### src/rtl/video_pkg.sv
// Shared text-mode video constants and the fetch-stage record.
package video_pkg;
    localparam int COLS           = 80;
    localparam int ROWS           = 25;
    localparam int CHAR_W         = 8;
    localparam int CHAR_H         = 16;
    localparam int ADDR_BITS      = 11;
    localparam int FONT_ADDR_BITS = 12;
    localparam int CHAR_BITS      = 8;
    localparam int SCAN_W         = FONT_ADDR_BITS - CHAR_BITS;
    localparam int COL_W          = 7;
    localparam int ROW_W          = 5;

    // What travels with a character fetch from the buffer read to the ROM read
    typedef struct packed {
        logic              vld;
        logic [SCAN_W-1:0] scan;
        logic              hit;
    } fetch_t;
endpackage

### src/rtl/text_raster_counter.sv
// Raster position counters for the text grid; advances one step per visible pixel.
module text_raster_counter import video_pkg::*; #(
    parameter int COLS      = video_pkg::COLS,
    parameter int ROWS      = video_pkg::ROWS,
    parameter int CHAR_W    = video_pkg::CHAR_W,
    parameter int CHAR_H    = video_pkg::CHAR_H,
    parameter int ADDR_BITS = video_pkg::ADDR_BITS,
    localparam int PX_W     = $clog2(CHAR_W)
) (
    input  logic                 clk,
    input  logic                 reset_n,
    input  logic                 frame_start,
    input  logic                 pixel_en,
    output logic [PX_W-1:0]      px,
    output logic [COL_W-1:0]     col,
    output logic [SCAN_W-1:0]    scan,
    output logic [ROW_W-1:0]     row,
    output logic [ADDR_BITS-1:0] row_base
);

    // Nested wrap of px -> col -> scan -> row; row_base tracks row*COLS by adding
    always_ff @(posedge clk or negedge reset_n) begin
        if (!reset_n) begin
            px <= '0; col <= '0; scan <= '0; row <= '0; row_base <= '0;
        end else if (frame_start) begin
            px <= '0; col <= '0; scan <= '0; row <= '0; row_base <= '0;
        end else if (pixel_en) begin
            if (px == PX_W'(CHAR_W - 1)) begin
                px <= '0;
                if (col == COL_W'(COLS - 1)) begin
                    col <= '0;
                    if (scan == SCAN_W'(CHAR_H - 1)) begin
                        scan <= '0;
                        if (row == ROW_W'(ROWS - 1)) begin
                            row      <= '0;
                            row_base <= '0;
                        end else begin
                            row      <= row + 1'b1;
                            row_base <= row_base + ADDR_BITS'(COLS);
                        end
                    end else begin
                        scan <= scan + 1'b1;
                    end
                end else begin
                    col <= col + 1'b1;
                end
            end else begin
                px <= px + 1'b1;
            end
        end
    end

endmodule

### src/rtl/char_scanout.sv
// Character-mode scanout: buffer fetch -> font ROM lookup -> pixel serialiser with cursor.
module char_scanout import video_pkg::*; #(
    parameter int COLS      = video_pkg::COLS,
    parameter int ROWS      = video_pkg::ROWS,
    parameter int CHAR_W    = video_pkg::CHAR_W,
    parameter int CHAR_H    = video_pkg::CHAR_H,
    parameter int ADDR_BITS = video_pkg::ADDR_BITS
) (
    input  logic                      clk,
    input  logic                      reset_n,
    input  logic                      frame_start,
    input  logic                      pixel_en,
    output logic [ADDR_BITS-1:0]      buf_raddr,
    output logic                      buf_read_en,
    input  logic [CHAR_BITS-1:0]      buf_dout,
    output logic [FONT_ADDR_BITS-1:0] rom_addr,
    output logic                      rom_read_en,
    input  logic [CHAR_W-1:0]         rom_dout,
    input  logic [COL_W-1:0]          cursor_x,
    input  logic [ROW_W-1:0]          cursor_y,
    input  logic                      cursor_on,
    output logic                      pixel,
    output logic                      pixel_valid
);

    localparam int PX_W   = $clog2(CHAR_W);
    localparam int STAGES = 3;

    logic [PX_W-1:0]      px;
    logic [COL_W-1:0]     col;
    logic [SCAN_W-1:0]    scan;
    logic [ROW_W-1:0]     row;
    logic [ADDR_BITS-1:0] row_base;
    logic                 active;
    logic                 pix_go;
    logic                 fetch;
    logic                 cursor_hit;
    fetch_t               s1;
    logic                 s2_vld;
    logic                 s2_hit;
    logic [CHAR_W-1:0]    shreg;
    logic                 hit_d;
    logic [STAGES:1]      vld_pipe;

    // Pixel enables are ignored until the first clock after reset release, so the
    // counters, strobes and valid pipe never see a half-processed pixel.
    assign pix_go = pixel_en & active;

    text_raster_counter #(
        .COLS(COLS), .ROWS(ROWS), .CHAR_W(CHAR_W), .CHAR_H(CHAR_H), .ADDR_BITS(ADDR_BITS)
    ) u_cnt (
        .clk(clk), .reset_n(reset_n), .frame_start(frame_start), .pixel_en(pix_go),
        .px(px), .col(col), .scan(scan), .row(row), .row_base(row_base)
    );

    // Goes high one clock after reset release; masks the combinational fetch strobe in reset
    always_ff @(posedge clk or negedge reset_n) begin
        if (!reset_n) active <= 1'b0;
        else          active <= 1'b1;
    end

    assign fetch       = pix_go & (px == '0);
    assign cursor_hit  = cursor_on & (col == cursor_x) & (row == cursor_y);
    assign buf_read_en = fetch;
    assign buf_raddr   = row_base + ADDR_BITS'(col);
    assign rom_read_en = s1.vld;
    assign rom_addr    = s1.vld ? {buf_dout, s1.scan} : '0;

    // Carry scanline and cursor flag alongside the two memory reads
    always_ff @(posedge clk or negedge reset_n) begin
        if (!reset_n) begin
            s1     <= '0;
            s2_vld <= 1'b0;
            s2_hit <= 1'b0;
        end else begin
            s1     <= '{vld: fetch, scan: scan, hit: cursor_hit};
            s2_vld <= s1.vld;
            s2_hit <= s1.hit;
        end
    end

    // Load glyph row when ROM data arrives, otherwise shift one pixel per displayed pixel
    always_ff @(posedge clk or negedge reset_n) begin
        if (!reset_n) begin
            shreg <= '0;
            hit_d <= 1'b0;
        end else if (s2_vld) begin
            shreg <= rom_dout;
            hit_d <= s2_hit;
        end else if (vld_pipe[STAGES]) begin
            shreg <= {shreg[CHAR_W-2:0], 1'b0};
        end
    end

    // pixel_en delayed to line up with the serialiser output
    always_ff @(posedge clk or negedge reset_n) begin
        if (!reset_n) vld_pipe <= '0;
        else          vld_pipe <= {vld_pipe[STAGES-1:1], pix_go};
    end

    assign pixel_valid = vld_pipe[STAGES];
    assign pixel       = vld_pipe[STAGES] & (shreg[CHAR_W-1] ^ hit_d);

endmodule

### config.mk
export PLATFORM = sky130hd
export DESIGN_NAME = char_scanout
export DESIGN_NICKNAME = d
export VERILOG_FILES = /design/src/rtl/video_pkg.sv /design/src/rtl/text_raster_counter.sv /design/src/rtl/char_scanout.sv
export SDC_FILE = /design/constraint.sdc
export NUM_CORES = 1
export LEC_CHECK = 0
export BUFFER_PORTS_ARGS = -buffer_cell sky130_fd_sc_hd__buf_2
export CAP_MARGIN = 15
export CELL_PAD_IN_SITES_DETAIL_PLACEMENT = 0
export CELL_PAD_IN_SITES_GLOBAL_PLACEMENT = 1
export CORE_UTILIZATION = 44
export DETAILED_ROUTE_END_ITERATION = 6
export PLACE_DENSITY_LB_ADDON = 0.1
export REMOVE_ABC_BUFFERS = 1
export SYNTH_ARGS = -nofsm -noshare
export SYNTH_HDL_FRONTEND = slang
export SYNTH_SLANG_ARGS = --single-unit
### constraint.sdc
create_clock -name clk -period 3.05 [get_ports clk]
set_input_delay 0.4575 -clock clk [delete_from_list [all_inputs] [get_ports clk]]
set_output_delay 0.4575 -clock clk [all_outputs]
set_load 0.02 [all_outputs]
* Word-level counts from Yosys, hierarchy flattened
Cells that the tools add are included.
Operators by class: add/subtract/negate cells 6, bitwise gates (word level) 6, reductions and logical operators 9, equal/unequal tests 6, muxes and demuxes 27
Operators with widths (number):
- 2-to-1 mux 11 bit | 6
- 2-to-1 mux 5 bit | 6
- 2-to-1 mux 7 bit | 4
- 2-to-1 mux 4 bit | 5
- 2-to-1 mux 8 bit | 2
- 2-to-1 mux 12 bit | 1
- adder 11 x 7 -> 11 bit | 1
- adder 11 x 7 -> 11 bit (second input constant) | 1
- nonzero test 2 bit | 5
- 2-to-1 mux 3 bit | 3
- adder 7 x 1 -> 7 bit (second input constant) | 1
- == test 7 bit | 1
- == test 7 bit (second input constant) | 1
- adder 5 x 1 -> 5 bit (second input constant) | 1
- bitwise AND 1 bit | 5
- == test 5 bit | 1
- == test 5 bit (second input constant) | 1
- adder 4 x 1 -> 4 bit (second input constant) | 1
- == test 4 bit (second input constant) | 1
- AND reduction 4 bit | 1
- adder 3 x 1 -> 3 bit (second input constant) | 1
- == test 3 bit (second input constant) | 1
- zero test 3 bit | 1
- AND reduction 3 bit | 1
- 2 further kinds | 2
Storage, ports and cells: flip-flop bits (word level) 51, input bits 33, output and inout port bits 27

* Longest topological paths before layout
Gate-level depths: netlist of the first run.
word-level depth 7, mapped depth 8, depth with buffers taken out 6

* Cells and area by module
Synthesis of the first run repeated with hierarchy kept, for this count alone.
Second synthesis, totals: cells, all modules 288, area total of the unflattened synthesis 2817.7 µm²
By module, submodules not included:
- text_raster_counter | area an instance 1480.2 µm², sequential area each 650.6 µm², cells an instance 151, instances 1
- char_scanout | area an instance 1337.5 µm², sequential area each 525.5 µm², cells an instance 137, instances 1

* Worst setup path before layout of the first run
OpenSTA, ideal clock, no wires.
kind register -> output, start point register u_cnt.col[5], end point output port buf_raddr[10], cell stages (with the launch flop) 6, buffers on the path 0, path slack 0.983 ns, arrival 1.610 ns, cells stage by stage dfrtp_1 > ha_1 > a21o_1 > a21oi_1 > nor2_1 > xor2_1
On the way: longest elaborated chain between the ends 1
RTL lines:
- from (decl) | line text_raster_counter.sv:15 | output logic [COL_W-1:0] col,
- from (signal assigned) | line text_raster_counter.sv:45 | col <= col + 1'b1;
- adder 11 x 7 -> 11 bit | line char_scanout.sv:65 | assign buf_raddr = row_base + ADDR_BITS'(col);
- to (decl) | line char_scanout.sv:13 | output logic [ADDR_BITS-1:0] buf_raddr,
Every way passes these cells.

* Final worst setup path of the first run
start point register u_cnt.col[5], end point output port buf_raddr[8]
The elaborated chain is that of the path after synthesis.

==> qor.yml, run 1 <==
antenna_found_initial: 0
fin_skew_ns: 0.00436
first_iter_violations: 66
drt.antenna.violating_nets: 0
first_pass_iters: 4
synthTopCellsByArea: "dfrtp_1 47%, ha_1 5.5%, mux2i_1 4.4%"
netSwitchingPower_mw: 0.286
htreeDepth: 2
critPathArrivalTime_ns: 2.09
nets: 352
gp_congestion: 0.720
hp-class: "input pin to asynchronous set/reset pin"
synth_edf_count: 0
p_comb_share_pct: 8.5
crit_type: "flop to output pin"
tightest_slew_ns: 0.624
die_y_um: 77.5
vdd_drop_max_mv: 0.232
postLayoutCoreUtil_pct: 54.0
synthFlopType: "dfrtp_1"
dp_hpwl_um: 3610
grt_pass1_vias: 1879
initial_utilization_pct: 45.5
insertion_delay_ns: 0.30
cts_sinks: 47
grt_remaining_overflow: 0
max_freq_mhz: 393
avgSynthCellArea_um2: 9.87
cap_violations: 0
crit_fanout: 6
worstSetupEndpointType: "output pin"
start_kind: "flop"
setup_tns_ns: 0
clkPwrFrac_pct: 40.3
num_rows: 27
place_ws_ns: 0.852
synth_common_cells: "47 x dfrtp_1, 23 x nand2_1, 15 x and2_1, 15 x o21ai_0, 14 x nor2_1"
crit_path_top_delay_cell: "dfrtp_1"
setup_viol: 0
die_x_um: 77.5
port-buffer-count: 59
post_drt_wl_per_cell_um: 13.0
clkTransAtPathRegs_ns: 0.08
ys_seq_area_share_pct: 46.9
grt_max_degree: 29
cts_max_path_buffers: 2
place_area_mm2: 0.00284
drive_gt1_share_pct: 23.9
cts_tree: "done"
numCtsBuffers: 5
cp_cell_sequence: "ha_1 -> a21o_1 -> a21oi_1 -> nand2b_1 -> xnor2_1 -> buf_2"
synth_top_area_share_pct: 46.9
die-area_mm2: 0.00600
ys_ff_latch: 47
synth_most_common_cell: "dfrtp_1"
relSlewSlack_pct: 58.4
crit_family: "compound AO/OA/AOI/OAI gates"
intPower_mw: 1.03
p_sw_share_pct: 21.8
grt_pass1_wl_um: 8800
hold_buffers: 0
hold_violations: 0
rsz0062_at_grt: "false"
power_frac_seq_pct: 51.2
async_flop_share_pct: 100
synth.distinct_cells: 47
vias: 1943
required_ns: 2.59
cp_num_buf_inv: 1
setup_slack_ns: 0.507
synthesis.area_mm2: 0.00251
cts.repair.resized: 0
area_growth_pct: 18.6
fin_crit_sh_pct: 83.4
wirelength_um: 4970
ys_warn_count: 0
p_per_area_mw_per_mm2: 442
num_antenna_cells: 0
cts_setup_buffers: 0
postSynthCellCount: 254
drc: 0
critPathMaxStageDelay_ns: 0.45
vias_per_cell: 5.10
io_pins: 60
fin_crit_ns: 2.54
coreArea_mm2: 0.00551
cts-root-buf: "clkbuf_8"
slew_violations: 0
yosysTopAreaCell: "dfrtp_1"
grt_use_total_pct: 18.7
p_leak_nw: 1.51
status: "finished clean"
finalInstanceArea_mm2: 0.00297
==> state kept, by name (all words and copies together), names as in the netlist, 3 cells and up <==
register,cells
shreg,8
u_cnt.row_base,7
u_cnt.scan,4
s1,5
u_cnt.px,3
u_cnt.row,5
u_cnt.col,7
vld_pipe,3
==> power groups by stage <==
stage	clock network (mW)	registers [mW]	logic (mW)
after detailed placement	0	0.685	0.115
final	0.529	0.673	0.112
after global placement	0	0.684	0.115
after global routing	0.573	0.678	0.127
after CTS	0.542	0.673	0.115
after floorplan	0	0.681	0.0547
==> layer usage <==
layer	vias up	wire, um	GRT usage [%]
met5	-	0	0
met4	0	69	6.23
met3	7	158	4.00
met2	34	2260	30.4
met1	916	2480	24.6
li1	986	-	-
==> final timing paths <==
check	start	endpoint	slack (ns)	depth (start not counted)
max	u_cnt.col[5]$_DFFE_PN0P_	buf_raddr[8]	0.51	6
min	reset_n	shreg[2]$_DFFE_PN0P_	0.17	1
max reg2reg	u_cnt.px[0]$_DFFE_PN0P_	u_cnt.row_base[10]$_DFFE_PN0P_	1.05	6
min reg2reg	s1[0]$_DFF_PN0_	s2_hit$_DFF_PN0_	0.35	0
max in group asynchronous	reset_n	u_cnt.row_base[4]$_DFFE_PN0P_	2.17	2
min in group clk	s1[0]$_DFF_PN0_	s2_hit$_DFF_PN0_	0.35	0
==> through the flow <==
step / hold WS (ns) / power [mW] / instances
2_1_floorplan: 0.162 / 0.736 / 239
3_3_place_gp: 0.333 / 0.799 / 373
3_5_place_dp: 0.336 / 0.800 / 373
4_1_cts: 0.183 / 1.33 / 381
5_1_grt: 0.207 / 1.38 / 381
6_report: 0.170 / 1.31 / 381
==> worst reg2reg max path: stages (launching register included) <==
cell	delay (ns)
dfrtp_1	0.40
ha_1	0.16
ha_1	0.18
and3_1	0.31
and4_4	0.37
or2_1	0.32
a31oi_1	0.14
==> layout make-up <==
class	instances	area [um^2]
fillers	534	2530
multi-input cells	184	1230
flip-flops and latches	47	1180
repair buffers	62	318
well taps	72	90.1
clock buffers	6	72.6
clock inverters	2	60.1
inverters	8	30.0
==> cell families (layout without fill, tap and decap cells) <==
family | after synthesis | count (layout) | synth area share, %
XOR/XNOR | 22 | 22 | 7.68
AND/OR/NAND/NOR | 88 | 88 | 18.4
multiplexers | 12 | 12 | 4.84
flip-flops | 47 | 47 | 46.9
other | 1 | 1 | 0.150
buffers and inverters | 23 | 78 | 4.14
AO/OA/AOI/OAI | 50 | 50 | 12.4
adder cells (fa/ha/maj) | 11 | 11 | 5.49
==> cells in the final DEF, fill, tap and decap left out, types with 2 or more instances in the layout <==
| cell | n |
|---|---|
| bufinv_16 | 2 |
| nor2_1 | 14 |
| and2_1 | 15 |
| xor2_1 | 12 |
| a221o_1 | 2 |
| xnor2_1 | 10 |
| nand2b_1 | 2 |
| nand3_1 | 10 |
| nand4_1 | 2 |
| clkbuf_8 | 5 |
| ha_1 | 11 |
| dfrtp_1 | 47 |
| o21ai_0 | 15 |
| nand2_1 | 23 |
| o2bb2ai_1 | 2 |
| a22o_1 | 2 |
| buf_4 | 3 |
| nor4_1 | 2 |
| mux2i_1 | 11 |
| nor2b_1 | 2 |
| a31oi_1 | 7 |
| nor3_1 | 4 |
| buf_2 | 59 |
| a21oi_1 | 12 |
| a21o_1 | 2 |
| and3_1 | 5 |
| inv_1 | 8 |
(Power assumes the default switching activity.)
==> inputs of run 2 (changes only) <==
--- a/config.mk
+++ b/config.mk
@@ -9,7 +9,7 @@
 export CAP_MARGIN = 15
 export CELL_PAD_IN_SITES_DETAIL_PLACEMENT = 0
 export CELL_PAD_IN_SITES_GLOBAL_PLACEMENT = 1
-export CORE_UTILIZATION = 44
+export CORE_UTILIZATION = 37
 export DETAILED_ROUTE_END_ITERATION = 6
 export PLACE_DENSITY_LB_ADDON = 0.1
 export REMOVE_ABC_BUFFERS = 1
==> constraint.sdc (replaced) <==
create_clock -name clk -period 2.31 [get_ports clk]
set_input_delay 0.3465 -clock clk [delete_from_list [all_inputs] [get_ports clk]]
set_output_delay 0.3465 -clock clk [all_outputs]
set_load 0.02 [all_outputs]
==> qor.yml, run 2 (same netlist as run 1, synthesis figures left out) <==
status: "finished with violations"
violations: "DRC"
hold_buffers: 0
p_sw_share_pct: 27.1
p_comb_share_pct: 9.6
antenna_found_initial: 0
cap_violations: 0
drc: 4
first_iter_violations: 101
regMostFlops: "shreg"
coreArea_mm2: 0.00646
wirelength_um: 5210
crit_type: "flop to output pin"
grt_use_total_pct: 15.4
num_rows: 29
vdd_drop_max_mv: 0.254
layout_common_cells: "59 x buf_2, 46 x dfrtp_1, 23 x nand2_1"
cp_cell_sequence: "ha_1 -> a21o_1 -> a21oi_4 -> nand2b_1 -> xnor2_1 -> buf_2"
fin_crit_ns: 2.21
drive_gt1_share_pct: 25.4
drt.antenna.violating_nets: 0
slew_violations: 0
num_antenna_cells: 0
io_pins: 60
p_leak_nw: 1.51
rsz0062_at_grt: "false"
cts-root-buf: "clkbuf_8"
setup_viol: 0
clkTransAtPathRegs_ns: 0.10
clkPwrFrac_pct: 34.3
netSwitchingPower_mw: 0.427
post_drt_wl_per_cell_um: 13.4
hold_violations: 0
hp-class: "input pin to asynchronous set/reset pin"
grt_pass1_vias: 1746
gp_congestion: 0.747
die_y_um: 84.3
setup_tns_ns: 0
intPower_mw: 1.15
cts_max_path_buffers: 2
critPathMaxStageDelay_ns: 0.42
vias: 1919
grt_remaining_overflow: 0
start_kind: "flop"
port-buffer-count: 59
first_pass_iters: 6
dp_hpwl_um: 3810
crit_path_top_delay_cell: "dfrtp_1"
grt_max_degree: 26
p_per_area_mw_per_mm2: 529
numCtsBuffers: 5
fin_skew_ns: 0.0161
area_growth_pct: 19.0
largestRegisters: "shreg (8), u_cnt.col (7), u_cnt.row_base (7)"
insertion_delay_ns: 0.31
required_ns: 1.96
fin_crit_sh_pct: 95.6
layout_commonest_cell: "buf_2"
initial_utilization_pct: 38.8
htreeDepth: 2
nets: 354
cts_tree: "done"
max_freq_mhz: 453
p_total_mw: 1.58
worstSetupEndpointType: "output pin"
critPathArrivalTime_ns: 1.86
power_frac_seq_pct: 56.2
tightest_slew_ns: 0.558
cp_num_buf_inv: 1
grt_pass1_wl_um: 8580
die-area_mm2: 0.00711
crit_fanout: 4
vias_per_cell: 4.95
largest_reg_flops: 8
crit_family: "flip-flops"
relSlewSlack_pct: 62.8
cts_sinks: 47
die_x_um: 84.3
## run 2: power groups by stage
| stage | clock, mW | combinational [mW] | sequential, mW |
|---|---|---|---|
| after floorplan | 0 | 0.0723 | 0.899 |
| after global placement | 0 | 0.155 | 0.904 |
| after detailed placement | 0 | 0.154 | 0.905 |
| after CTS | 0.566 | 0.155 | 0.888 |
| after global routing | 0.598 | 0.170 | 0.893 |
| final | 0.541 | 0.151 | 0.887 |
## run 2: layout make-up
class,count,area (um^2)
flip-flops and latches,47,1180
clock inverters,3,27.5
inverters,8,30.0
fillers,659,3470
clock buffers,5,68.8
multi-input cells,184,1240
well taps,77,96.3
repair buffers,64,345
## run 2: path summary, 6_finish.rpt
kind,start,endpoint,slack (ns),cells past startpoint
max reg2reg,u_cnt.px[0]$_DFFE_PN0P_,u_cnt.row_base[4]$_DFFE_PN0P_,0.35,6
min in group clk,rom_dout[3],shreg[3]$_DFFE_PN0P_,0.24,3
max,u_cnt.row_base[5]$_DFFE_PN0P_,buf_raddr[8],0.10,6
min,reset_n,shreg[1]$_DFFE_PN0P_,0.01,1
min reg2reg,vld_pipe[2]$_DFF_PN0_,vld_pipe[3]$_DFF_PN0_,0.34,0
max in group asynchronous,reset_n,active$_DFF_PN0_,1.75,2
## run 2: routing by layer
metal / share of wire, % / GRT usage, %
met5: 0 / 0
met4: 1.3 / 4.70
met1: 50 / 21.6
met3: 3.3 / 3.24
met2: 45 / 23.9
## run 2: worst reg2reg max path: stages (launching register included)
cell and delay, ns:
dfrtp_1 0.39, ha_1 0.16, ha_1 0.17, and3_1 0.31, and4_4 0.37, or2_1 0.31
mux2i_1 0.13
## run 2: per-stage QoR
stage	area, um^2	hold slack [ns]	cells	util, %	setup WS [ns]
global route	2980	0.0302	388	46.2	0.00757
floorplan	2430	0.0509	239	-	0.354
CTS	2980	0.0244	387	46.1	0.0358
global placement	2860	0.337	378	44.3	0.224
finish	2980	0.00965	388	46.2	0.102
detailed placement	2860	0.337	378	44.3	0.211
## run 2: what timing repair did
action                                  in CTS  in global routing
buffers inserted                             1                  1
cloned                                       0                  0
resized for setup                            2                  1
pin swaps                                    0                  1
endpoints found under the setup margin       4                  2
==> inputs of run 3 (changes only) <==
--- a/config.mk
+++ b/config.mk
@@ -9,7 +9,7 @@
 export CAP_MARGIN = 15
 export CELL_PAD_IN_SITES_DETAIL_PLACEMENT = 0
 export CELL_PAD_IN_SITES_GLOBAL_PLACEMENT = 1
-export CORE_UTILIZATION = 37
+export CORE_UTILIZATION = 44
 export DETAILED_ROUTE_END_ITERATION = 6
 export PLACE_DENSITY_LB_ADDON = 0.1
 export REMOVE_ABC_BUFFERS = 1
==> constraint.sdc (replaced) <==
create_clock -name clk -period 2.6 [get_ports clk]
set_input_delay 0.39 -clock clk [delete_from_list [all_inputs] [get_ports clk]]
set_output_delay 0.39 -clock clk [all_outputs]
set_load 0.02 [all_outputs]
==> qor.yml, run 3 (same netlist as run 1, synthesis figures left out) <==
hp-class: "input pin to flop"
finalInstanceArea_mm2: 0.00295
layout_common_cells: "59 x buf_2, 47 x dfrtp_1, 23 x nand2_1"
die_x_um: 77.5
timing.hold.ws_ns: 0.283
dp_hpwl_um: 3790
cts_sinks: 47
drive_gt1_share_pct: 24.8
cp_cell_sequence: "ha_1 -> a21o_1 -> a21oi_2 -> nand2b_1 -> xnor2_1 -> buf_2"
post_drt_wl_per_cell_um: 13.4
rrSetupSlack_ns: 0.64
cts_max_path_buffers: 2
wirelength_um: 5140
worstSetupEndpointType: "output pin"
largestRegisters: "shreg (8), u_cnt.col (7), u_cnt.row_base (7)"
nets: 354
max_freq_mhz: 422
finalNonFillerCells: 383
coreArea_mm2: 0.00551
gp_congestion: 0.734
port-buffer-count: 59
numCtsBuffers: 5
die-area_mm2: 0.00600
layout_commonest_cell: "buf_2"
grt_remaining_overflow: 0
clkTransAtPathRegs_ns: 0.10
die_y_um: 77.5
grt_pass1_wl_um: 8790
cts_setup_buffers: 0
crit_path_top_delay_cell: "dfrtp_1"
drt.antenna.violating_nets: 0
cts_tree: "done"
place_area_mm2: 0.00285
setup_viol: 0
crit_fanout: 6
critPathMaxStageDelay_ns: 0.44
status: "finished clean"
hold_violations: 0
grt_pass1_vias: 1891
fin_crit_ns: 2.37
crit_type: "flop to output pin"
fin_crit_sh_pct: 91.2
start_kind: "flop"
ff2ff_path_depth: 6
area_growth_pct: 17.8
grt_max_degree: 25
vias_per_cell: 5.13
initial_utilization_pct: 45.5
regMostFlops: "shreg"
worstReg2RegStart: "u_cnt.px[0]$_DFFE_PN0P_"
p_leak_nw: 1.51
postLayoutCoreUtil_pct: 53.6
worstHoldStart: "rom_dout[3]"
fin_skew_ns: 0.00940
vias: 1965
rsz0062_at_grt: "false"
num_antenna_cells: 0
p_per_area_mw_per_mm2: 467
min_path_cells: 3
required_ns: 2.21
drc: 0
antenna_found_initial: 0
htreeDepth: 2
vdd_drop_max_mv: 0.343
io_pins: 60
placed_cells: 374
setup_tns_ns: 0
hold_end: "shreg[3]$_DFFE_PN0P_"
slew_violations: 0
first_iter_violations: 71
crit_family: "compound AO/OA/AOI/OAI gates"
insertion_delay_ns: 0.30
largest_reg_flops: 8
grt_use_total_pct: 18.8
cp_num_buf_inv: 1
critPathArrivalTime_ns: 1.98
cts-root-buf: "clkbuf_8"
cap_violations: 0
first_pass_iters: 4
num_rows: 27
rr_endpoint: "u_cnt.row[0]$_DFFE_PN0P_"
[run 3: layer usage]
metal  global-route usage (%)  part of all wire, %  routed length [um]  vias to the layer above
li1                         -                    -                   -                      993
met1                     24.4                   48                2490                      939
met2                     30.8                   47                2430                       26
met3                     4.12                  3.0                 152                        7
met4                     6.23                  1.2                  63                        0
met5                        0                    0                   0                        -
[run 3: worst max path at each step]
stage	startpoint	endpoint	slack [ns]	depth (start not counted)
3_5_place_dp	u_cnt.col[5]$_DFFE_PN0P_	buf_raddr[8]	0.43	6
5_1_grt	u_cnt.col[5]$_DFFE_PN0P_	buf_raddr[8]	0.06	6
4_1_cts	u_cnt.col[5]$_DFFE_PN0P_	buf_raddr[8]	0.08	6
3_3_place_gp	u_cnt.col[5]$_DFFE_PN0P_	buf_raddr[8]	0.47	6
6_report	u_cnt.col[5]$_DFFE_PN0P_	buf_raddr[8]	0.23	6
2_1_floorplan	u_cnt.col[5]$_DFFE_PN0P_	buf_raddr[10]	0.60	5
[run 3: final cells by class]
class                   instances  area (um^2)
multi-input cells             184         1230
fillers                       519         2550
flip-flops and latches         47         1180
repair buffers                 64          335
clock inverters                 3         22.5
inverters                       8         30.0
clock buffers                   5         68.8
well taps                      72         90.1
[run 3: report_power, final]
part | total (mW) | internal, mW | switching, mW
Combinational | 0.135 | 0.0613 | 0.0735
Sequential | 0.788 | 0.763 | 0.0255
Clock | 0.457 | 0.193 | 0.264
Total | 1.38 | 1.02 | 0.363
[run 3: stage by stage]
step | setup slack, ns | power (mW)
6_report | 0.230 | 1.38
5_1_grt | 0.0584 | 1.45
3_3_place_gp | 0.475 | 0.939
2_1_floorplan | 0.600 | 0.863
4_1_cts | 0.0773 | 1.40
3_5_place_dp | 0.432 | 0.940
[run 3: what timing repair did]
item                                    CTS  global route
hold endpoints to repair                 15             0
gates resized for setup                   0             1
hold buffers                              1             0
endpoints found under the setup margin    0             1
[run 3: worst min-delay path: stages]
cell and delay, ns:
buf_2 0.07, nand2_1 0.04, o21ai_0 0.05
